## src/rtl/ml_det_pkg.sv

```systemverilog
// ml_det_pkg: shared definitions for the ML decision tracker.
//   - PAM-4 level constants and a helper that maps a level index (0..3) to its value.
//   - Level-index width and the packed best_sym layout {i1, q1, i2, q2}.
//   - FSM state encoding used by ml_decision_tracker.
package ml_det_pkg;

    localparam int LVL_W   = 3;
    localparam int NUM_LVL = 4;
    localparam int SYM_W   = 4 * LVL_W;

    localparam int signed PAM_LVL_0 = -3;
    localparam int signed PAM_LVL_1 = -1;
    localparam int signed PAM_LVL_2 = 1;
    localparam int signed PAM_LVL_3 = 3;

    typedef enum logic [1:0] {
        ACC   = 2'd0,
        DRAIN = 2'd1,
        OUT   = 2'd2
    } state_t;

    // Field order matches best_sym: idx_I1 in the MSBs, idx_Q2 in the LSBs.
    typedef struct packed {
        logic [LVL_W-1:0] i1;
        logic [LVL_W-1:0] q1;
        logic [LVL_W-1:0] i2;
        logic [LVL_W-1:0] q2;
    } sym_t;

    function automatic int signed pam_level(input logic [LVL_W-1:0] idx);
        case (idx)
            3'd0:    return PAM_LVL_0;
            3'd1:    return PAM_LVL_1;
            3'd2:    return PAM_LVL_2;
            default: return PAM_LVL_3;
        endcase
    endfunction

endpackage

```

## src/rtl/ml_metric_sum.sv

```systemverilog
// ml_metric_sum: four-input metric adder with an optional register stage.
// Configuration macro: ML_DECISION_TRACKER_PIPE_EN
//   undefined - sum, valid and tag pass through combinationally.
//   defined   - sum, valid and tag are registered (one cycle of latency).
// Ports:
//   clk, rst            clock / synchronous active-high reset (pipelined build only)
//   in_valid            operands present this cycle
//   d_i1..d_q2   [N]    non-negative distances, summed unsigned at N+2 bits
//   tag_in   [TAG_W]    side data travelling with the sum (candidate index, symbol)
//   out_valid, sum, tag_out   result presented to the compare stage
module ml_metric_sum #(
    parameter int N     = 32,
    parameter int Q     = 22,
    parameter int TAG_W = 16
) (
`ifdef ML_DECISION_TRACKER_PIPE_EN
    input  logic             clk,
    input  logic             rst,
`endif
    input  logic             in_valid,
    input  logic [N-1:0]     d_i1,
    input  logic [N-1:0]     d_q1,
    input  logic [N-1:0]     d_i2,
    input  logic [N-1:0]     d_q2,
    input  logic [TAG_W-1:0] tag_in,
    output logic             out_valid,
    output logic [N+1:0]     sum,
    output logic [TAG_W-1:0] tag_out
);

    if (Q < 0 || Q >= N) begin : g_bad_q
        $error("ml_metric_sum: Q must lie in 0..N-1");
    end

    logic [N+1:0] sum_c;

    // Two guard bits make four N-bit operands impossible to wrap.
    assign sum_c = {2'b00, d_i1} + {2'b00, d_q1} + {2'b00, d_i2} + {2'b00, d_q2};

`ifdef ML_DECISION_TRACKER_PIPE_EN
    always_ff @(posedge clk) begin
        if (rst) begin
            out_valid <= 1'b0;
            sum       <= '0;
            tag_out   <= '0;
        end else begin
            out_valid <= in_valid;
            if (in_valid) begin
                sum     <= sum_c;
                tag_out <= tag_in;
            end
        end
    end
`else
    assign out_valid = in_valid;
    assign sum       = sum_c;
    assign tag_out   = tag_in;
`endif

endmodule

```

## src/rtl/ml_decision_tracker.sv

```systemverilog
// ml_decision_tracker: picks the minimum-metric candidate of each NUM_CAND-candidate
// frame and presents it with a valid/ready handshake.
// Configuration macro: ML_DECISION_TRACKER_PIPE_EN (adds a register between the
// metric sum and the compare, plus one DRAIN cycle at the end of each frame).
// Ports:
//   clk, rst                      clock / synchronous active-high reset
//   in_valid, in_ready            candidate handshake (in_ready high only in ACC)
//   min_dI1..min_dQ2      [N]     per-dimension minimum squared distances
//   min_idx_dI1..min_idx_dQ2 [3]  PAM level indices of those distances
//   out_valid, out_ready          decision handshake (held until accepted)
//   best_cand [CW], best_metric [N+2], best_sym [12]   winning candidate
module ml_decision_tracker
    import ml_det_pkg::*;
#(
    parameter int N        = 32,
    parameter int Q        = 22,
    parameter int NUM_CAND = 16,
    parameter int CW       = $clog2(NUM_CAND)
) (
    input  logic             clk,
    input  logic             rst,
    input  logic             in_valid,
    output logic             in_ready,
    input  logic [N-1:0]     min_dI1,
    input  logic [N-1:0]     min_dQ1,
    input  logic [N-1:0]     min_dI2,
    input  logic [N-1:0]     min_dQ2,
    input  logic [LVL_W-1:0] min_idx_dI1,
    input  logic [LVL_W-1:0] min_idx_dQ1,
    input  logic [LVL_W-1:0] min_idx_dI2,
    input  logic [LVL_W-1:0] min_idx_dQ2,
    output logic             out_valid,
    input  logic             out_ready,
    output logic [CW-1:0]    best_cand,
    output logic [N+1:0]     best_metric,
    output logic [SYM_W-1:0] best_sym
);

    if (NUM_CAND < 2 || NUM_CAND > 256) begin : g_bad_num_cand
        $error("ml_decision_tracker: NUM_CAND must lie in 2..256");
    end

    localparam int            TAG_W = CW + SYM_W;
    localparam logic [CW-1:0] LAST  = CW'(NUM_CAND - 1);

    state_t           state, state_nxt;
    logic [CW-1:0]    cnt;
    logic             xfer;
    sym_t             sym_in;
    logic             cmp_valid;
    logic [N+1:0]     cmp_metric;
    logic [TAG_W-1:0] cmp_tag;
    logic [CW-1:0]    cmp_cand;
    sym_t             cmp_sym;
    logic             take;

    assign xfer   = in_valid && in_ready;
    assign sym_in = {min_idx_dI1, min_idx_dQ1, min_idx_dI2, min_idx_dQ2};

    // The candidate index travels with the sum, so the compare stage knows which
    // candidate opens the frame even when it lags the transfer by a cycle.
    ml_metric_sum #(
        .N     (N),
        .Q     (Q),
        .TAG_W (TAG_W)
    ) u_sum (
`ifdef ML_DECISION_TRACKER_PIPE_EN
        .clk       (clk),
        .rst       (rst),
`endif
        .in_valid  (xfer),
        .d_i1      (min_dI1),
        .d_q1      (min_dQ1),
        .d_i2      (min_dI2),
        .d_q2      (min_dQ2),
        .tag_in    ({cnt, sym_in}),
        .out_valid (cmp_valid),
        .sum       (cmp_metric),
        .tag_out   (cmp_tag)
    );

    assign {cmp_cand, cmp_sym} = cmp_tag;

    // Strict less-than keeps the earlier (lower-index) candidate on ties.
    assign take = cmp_valid && ((cmp_cand == '0) || (cmp_metric < best_metric));

    always_ff @(posedge clk) begin
        if (rst) begin
            state <= ACC;
        end else begin
            state <= state_nxt;
        end
    end

    always_comb begin
        state_nxt = state;
        in_ready  = 1'b0;
        out_valid = 1'b0;
        case (state)
            ACC: begin
                in_ready = 1'b1;
                if (xfer && (cnt == LAST)) begin
`ifdef ML_DECISION_TRACKER_PIPE_EN
                    state_nxt = DRAIN;
`else
                    state_nxt = OUT;
`endif
                end
            end
            DRAIN: begin
                state_nxt = OUT;
            end
            OUT: begin
                out_valid = 1'b1;
                if (out_ready) begin
                    state_nxt = ACC;
                end
            end
            default: begin
                state_nxt = ACC;
            end
        endcase
    end

    always_ff @(posedge clk) begin
        if (rst) begin
            cnt <= '0;
        end else if (xfer) begin
            cnt <= (cnt == LAST) ? '0 : cnt + CW'(1);
        end
    end

    always_ff @(posedge clk) begin
        if (rst) begin
            best_cand   <= '0;
            best_metric <= '0;
            best_sym    <= '0;
        end else if (take) begin
            best_cand   <= cmp_cand;
            best_metric <= cmp_metric;
            best_sym    <= cmp_sym;
        end
    end

endmodule

```

## config.mk

```make
export PLATFORM = sky130hd
export DESIGN_NAME = ml_decision_tracker
export DESIGN_NICKNAME = d
export VERILOG_FILES = /design/src/rtl/ml_det_pkg.sv /design/src/rtl/ml_metric_sum.sv /design/src/rtl/ml_decision_tracker.sv
export SDC_FILE = /design/constraint.sdc
export NUM_CORES = 1
export LEC_CHECK = 0
export CAP_MARGIN = 20
export CORE_MARGIN = 5
export CORE_UTILIZATION = 55
export CTS_CLUSTER_DIAMETER = 120
export DETAILED_ROUTE_END_ITERATION = 7
export GPL_TIMING_DRIVEN = 0
export PLACE_DENSITY = 0.95
export SLEW_MARGIN = 40
export SYNTH_ARGS = -nofsm -noshare
export SYNTH_HDL_FRONTEND = slang
export SYNTH_SLANG_ARGS = --single-unit
```

## constraint.sdc

```tcl
create_clock -name clk -period 12.4 [get_ports clk]
set_input_delay 1.86 -clock clk [delete_from_list [all_inputs] [get_ports clk]]
set_output_delay 1.86 -clock clk [all_outputs]
set_load 0.02 [all_outputs]
```

==> results.sh <==
export IMPL_r2r_start="best_metric[27]"
export IMPL_die_w_um=126.9
export IMPL_groute_usage_overall_pct=25.59
export IMPL_fp_row_count=42
export IMPL_max_vdd_ir_drop_v=0.00008874
export IMPL_tightest_slew_ns=0.6131
export IMPL_cpPeakStageDelay_ns=0.55
export IMPL_detail_route_first_pass_iterations=8
export IMPL_pin_count_of_the_biggest_net_entering_global_routing=19
export IMPL_drcViolationCount=0
export IMPL_critical_path_top_delay_family="simple AND/OR/NAND/NOR gates"
export IMPL_comb_power_share_pct=76.3
export IMPL_post_cts_setup_buffer_count=0
export IMPL_worst_setup_path_type="primary input to register"
export IMPL_coreArea_um2=13300
export IMPL_final_ws_setup_ns=2.778
export IMPL_die_height_um=126.9
export IMPL_cellInternalPower_mw=0.9230
export IMPL_dp_worst_setup_slack_ns=2.816
export IMPL_p_seq_share_pct=14.6
export IMPL_synth_edff_count=0
export IMPL_reg2reg_depth=11
export IMPL_drive_above_1_share_pct=1.643
export IMPL_maxSlewHeadroom_pct=58.07
export IMPL_routabilityCongestion=0.9301
export IMPL_antenna_diode_count=0
export IMPL_outcome="finished, final reports clean"
export IMPL_cts_buffer_depth=2
export IMPL_clockPowerShare_pct=9.1
export IMPL_p_leak_nw=4.367
export IMPL_critical_path_n_buffers_inverters=4
export IMPL_worstSkewPairLatency_ns=0.30
export IMPL_drt_total_wl_um=21720
export IMPL_finalMaxSlewViolations=0
export IMPL_hold_violations=0
export IMPL_power_density_cell_area_nw_per_um2=185.3
export IMPL_path_max_fanout=10
export IMPL_min_to="best_sym[9]"
export IMPL_floorplan_initialDensity_pct=56.50
export IMPL_post_detailed_route_wirelength_per_cell_um=15.59
export IMPL_worst_hold_startpoint="best_sym[9]"
export IMPL_place_hpwl_um=17840
export IMPL_dominantRegCellSynth="dfxtp_1"
export IMPL_mappedNetlistArea_um2=7512
export IMPL_post_synth_top_area_cell="ha_1"
export IMPL_reg2reg_setup_slack_ns=9.44
export IMPL_worstSetupStartpointType="primary input"
export IMPL_cts_resized_gates=0
export IMPL_number_of_h_tree_branching_levels=2
export IMPL_clock_sinks=55
export IMPL_timing_critical_path_slowest_stage_cell="nor2_1"
export IMPL_whs_ns=0.4756
export IMPL_cts_hold_buf=0
export IMPL_synth_cell_type_count=65
export IMPL_postSynthNetCount=1291
export IMPL_path_clk_slew_ns=0.08
export IMPL_switching_power_mw=0.9030
export IMPL_ys_async_sr_fraction_pct=0
export IMPL_end_of_flow_core_utilization_pct=74.14
export IMPL_pin_count=196
export IMPL_tns_ns=0
export IMPL_timing_final_crit_period_ns=9.622
export IMPL_whs_path_cells=2
export IMPL_detail_route_iter0_violations=670
export IMPL_cts_tree="built"
export IMPL_detail_route_antenna_nets=0
export IMPL_worstReg2RegEnd="best_metric[31]"
export IMPL_post_place_cells=1385
export IMPL_end_kind="register"
export IMPL_areaGrowthSynthToFinish_pct=31.21
export IMPL_finalSetupViolations=0
export IMPL_port_buffer_cells=195
export IMPL_yosysSeqAreaShare_pct=14.66
export IMPL_clock_root_buffer="clkbuf_16"
export IMPL_netSwitchingFraction_pct=49.45
export IMPL_finish_net_count=1493
export IMPL_synth_seq_cells=55
export IMPL_syn_mean_instance_area_um2=7.408
export IMPL_timing_critical_path_required_ns=12.56
export IMPL_post_drt_via_cell_ratio=5.850
export IMPL_antenna_found_initial=0
export IMPL_cts_buf_count=5
export IMPL_hp_class="register to register"
export IMPL_highest_attainable_clock_frequency_mhz=103.9
export IMPL_yosysWarningCount=0
export IMPL_grt_first_pass_wirelength_um=35080
export IMPL_cp_common_cell="ha_1"
export IMPL_maxCapViolations=0
export IMPL_fin_cells=1393
export IMPL_gr_total_overflow=0
export IMPL_arrival_time_of_the_worst_setup_path_ns=9.78
export IMPL_die_area_um2=16100
export IMPL_vias_in_the_first_global_route=7878
export IMPL_period_share_pct=77.60
export IMPL_syn_instance_count=1014
export IMPL_detailroute_via_count=8149
export IMPL_worst_clock_skew_ns=0.007060
export IMPL_setup_repair_after_global_routing_missed_its_margin="false"
export IMPL_ys_top_cells_by_area="ha_1, dfxtp_1, fa_1"
export IMPL_synth_top_cell_area_share_pct=16.49
-- cells by family (layout without fill, tap and decap cells) --
kind of cell / after synthesis / count (layout) / synth area share, %
multiplexers: 1 / 1 / 0.1332
flip-flops: 55 / 55 / 14.66
adder cells (fa/ha/maj): 133 / 133 / 25.55
AO/OA/AOI/OAI: 324 / 324 / 26.88
AND/OR/NAND/NOR: 241 / 241 / 16.17
XOR/XNOR: 52 / 52 / 6.063
buffers and inverters: 208 / 411 / 10.54
-- power groups by stage --
stage	registers (mW)	clock network (mW)	logic (mW)
floorplan	0.328	0	0.882
global placement	0.268	0	1.29
detailed placement	0.269	0	1.35
CTS	0.266	0.165	1.37
global route	0.274	0.173	1.54
finish	0.266	0.166	1.39
-- area by class of cell --
| type | instances | area, µm² |
|---|---|---|
| multi-input combinational | 751 | 5619 |
| fill | 1007 | 3438 |
| timing repair buffer | 195 | 1952 |
| sequential | 55 | 1101 |
| inverter | 167 | 626.9 |
| tap | 176 | 220.2 |
| buffer | 41 | 165.2 |
| clock buffer | 5 | 125.1 |
| clock inverter | 3 | 47.55 |
-- registers in the layout (all words and copies together) (netlist names) --
name / count
best_sym: 12
best_cand: 4
state: 1
best_metric: 34
cnt: 4
-- Yosys cell counts, drive strengths merged, types with 6 or more instances --
master / count
a21o: 42
dfxtp: 55
a21oi: 114
a31oi: 7
o211ai: 7
or3: 7
nor3: 21
nand3: 60
inv: 166
ha: 99
nand2b: 9
and3: 6
clkbuf: 36
o21bai: 8
fa: 34
nor2: 44
o21ai: 75
xnor2: 28
nor2b: 7
xor2: 24
a211oi: 12
nand4: 21
o31ai: 8
o21a: 10
nand2: 44
-- worst max-delay path by stage --
stage / startpoint / end / slack, ns / depth (start not counted)
floorplan: min_dI1[6] / best_metric[32] / 4.25 / 29
global placement: min_dI1[6] / best_metric[31] / 2.94 / 30
detailed placement: min_dI1[6] / best_metric[31] / 2.82 / 30
CTS: min_dI1[6] / best_metric[31] / 3.02 / 30
global route: min_dI1[6] / best_metric[28] / 2.41 / 30
finish: min_dQ1[6] / best_metric[31] / 2.78 / 30
-- per-stage QoR --
step	cell area, µm²	power [mW]
after CTS	9857	1.800
after floorplan	7512	1.210
final	9857	1.826
after global placement	9684	1.561
after detailed placement	9684	1.615
after global routing	9857	1.987
-- worst min-delay path: stages, from the launching register on --
cell and delay [ns]:
dfxtp_1 0.31, o21ai_0 0.06, a21oi_1 0.06
-- per-layer routing --
layer  wire (µm)  vias up  share of wire [%]  global-route usage (%)
li1            -     3946                  -                       -
met1        8972     3748                 41                   31.88
met2       10620      400                 49                   46.36
met3        1619       55                7.5                   3.026
met4         512        0                2.4                   7.319
met5           0        -                  0                       0
-- placed cells by master (no fill, tap or decap), types with 24 or more instances in the layout --
| cell | count |
|---|---|
| a21o_1 | 42 |
| a21oi_1 | 113 |
| clkbuf_1 | 36 |
| clkdlybuf4s50_1 | 195 |
| dfxtp_1 | 55 |
| fa_1 | 34 |
| ha_1 | 99 |
| inv_1 | 166 |
| nand2_1 | 44 |
| nand3_1 | 59 |
| nor2_1 | 44 |
| o21ai_0 | 69 |
| xnor2_1 | 28 |
| xor2_1 | 24 |
Note: power is estimated with default switching activity, not from simulation.
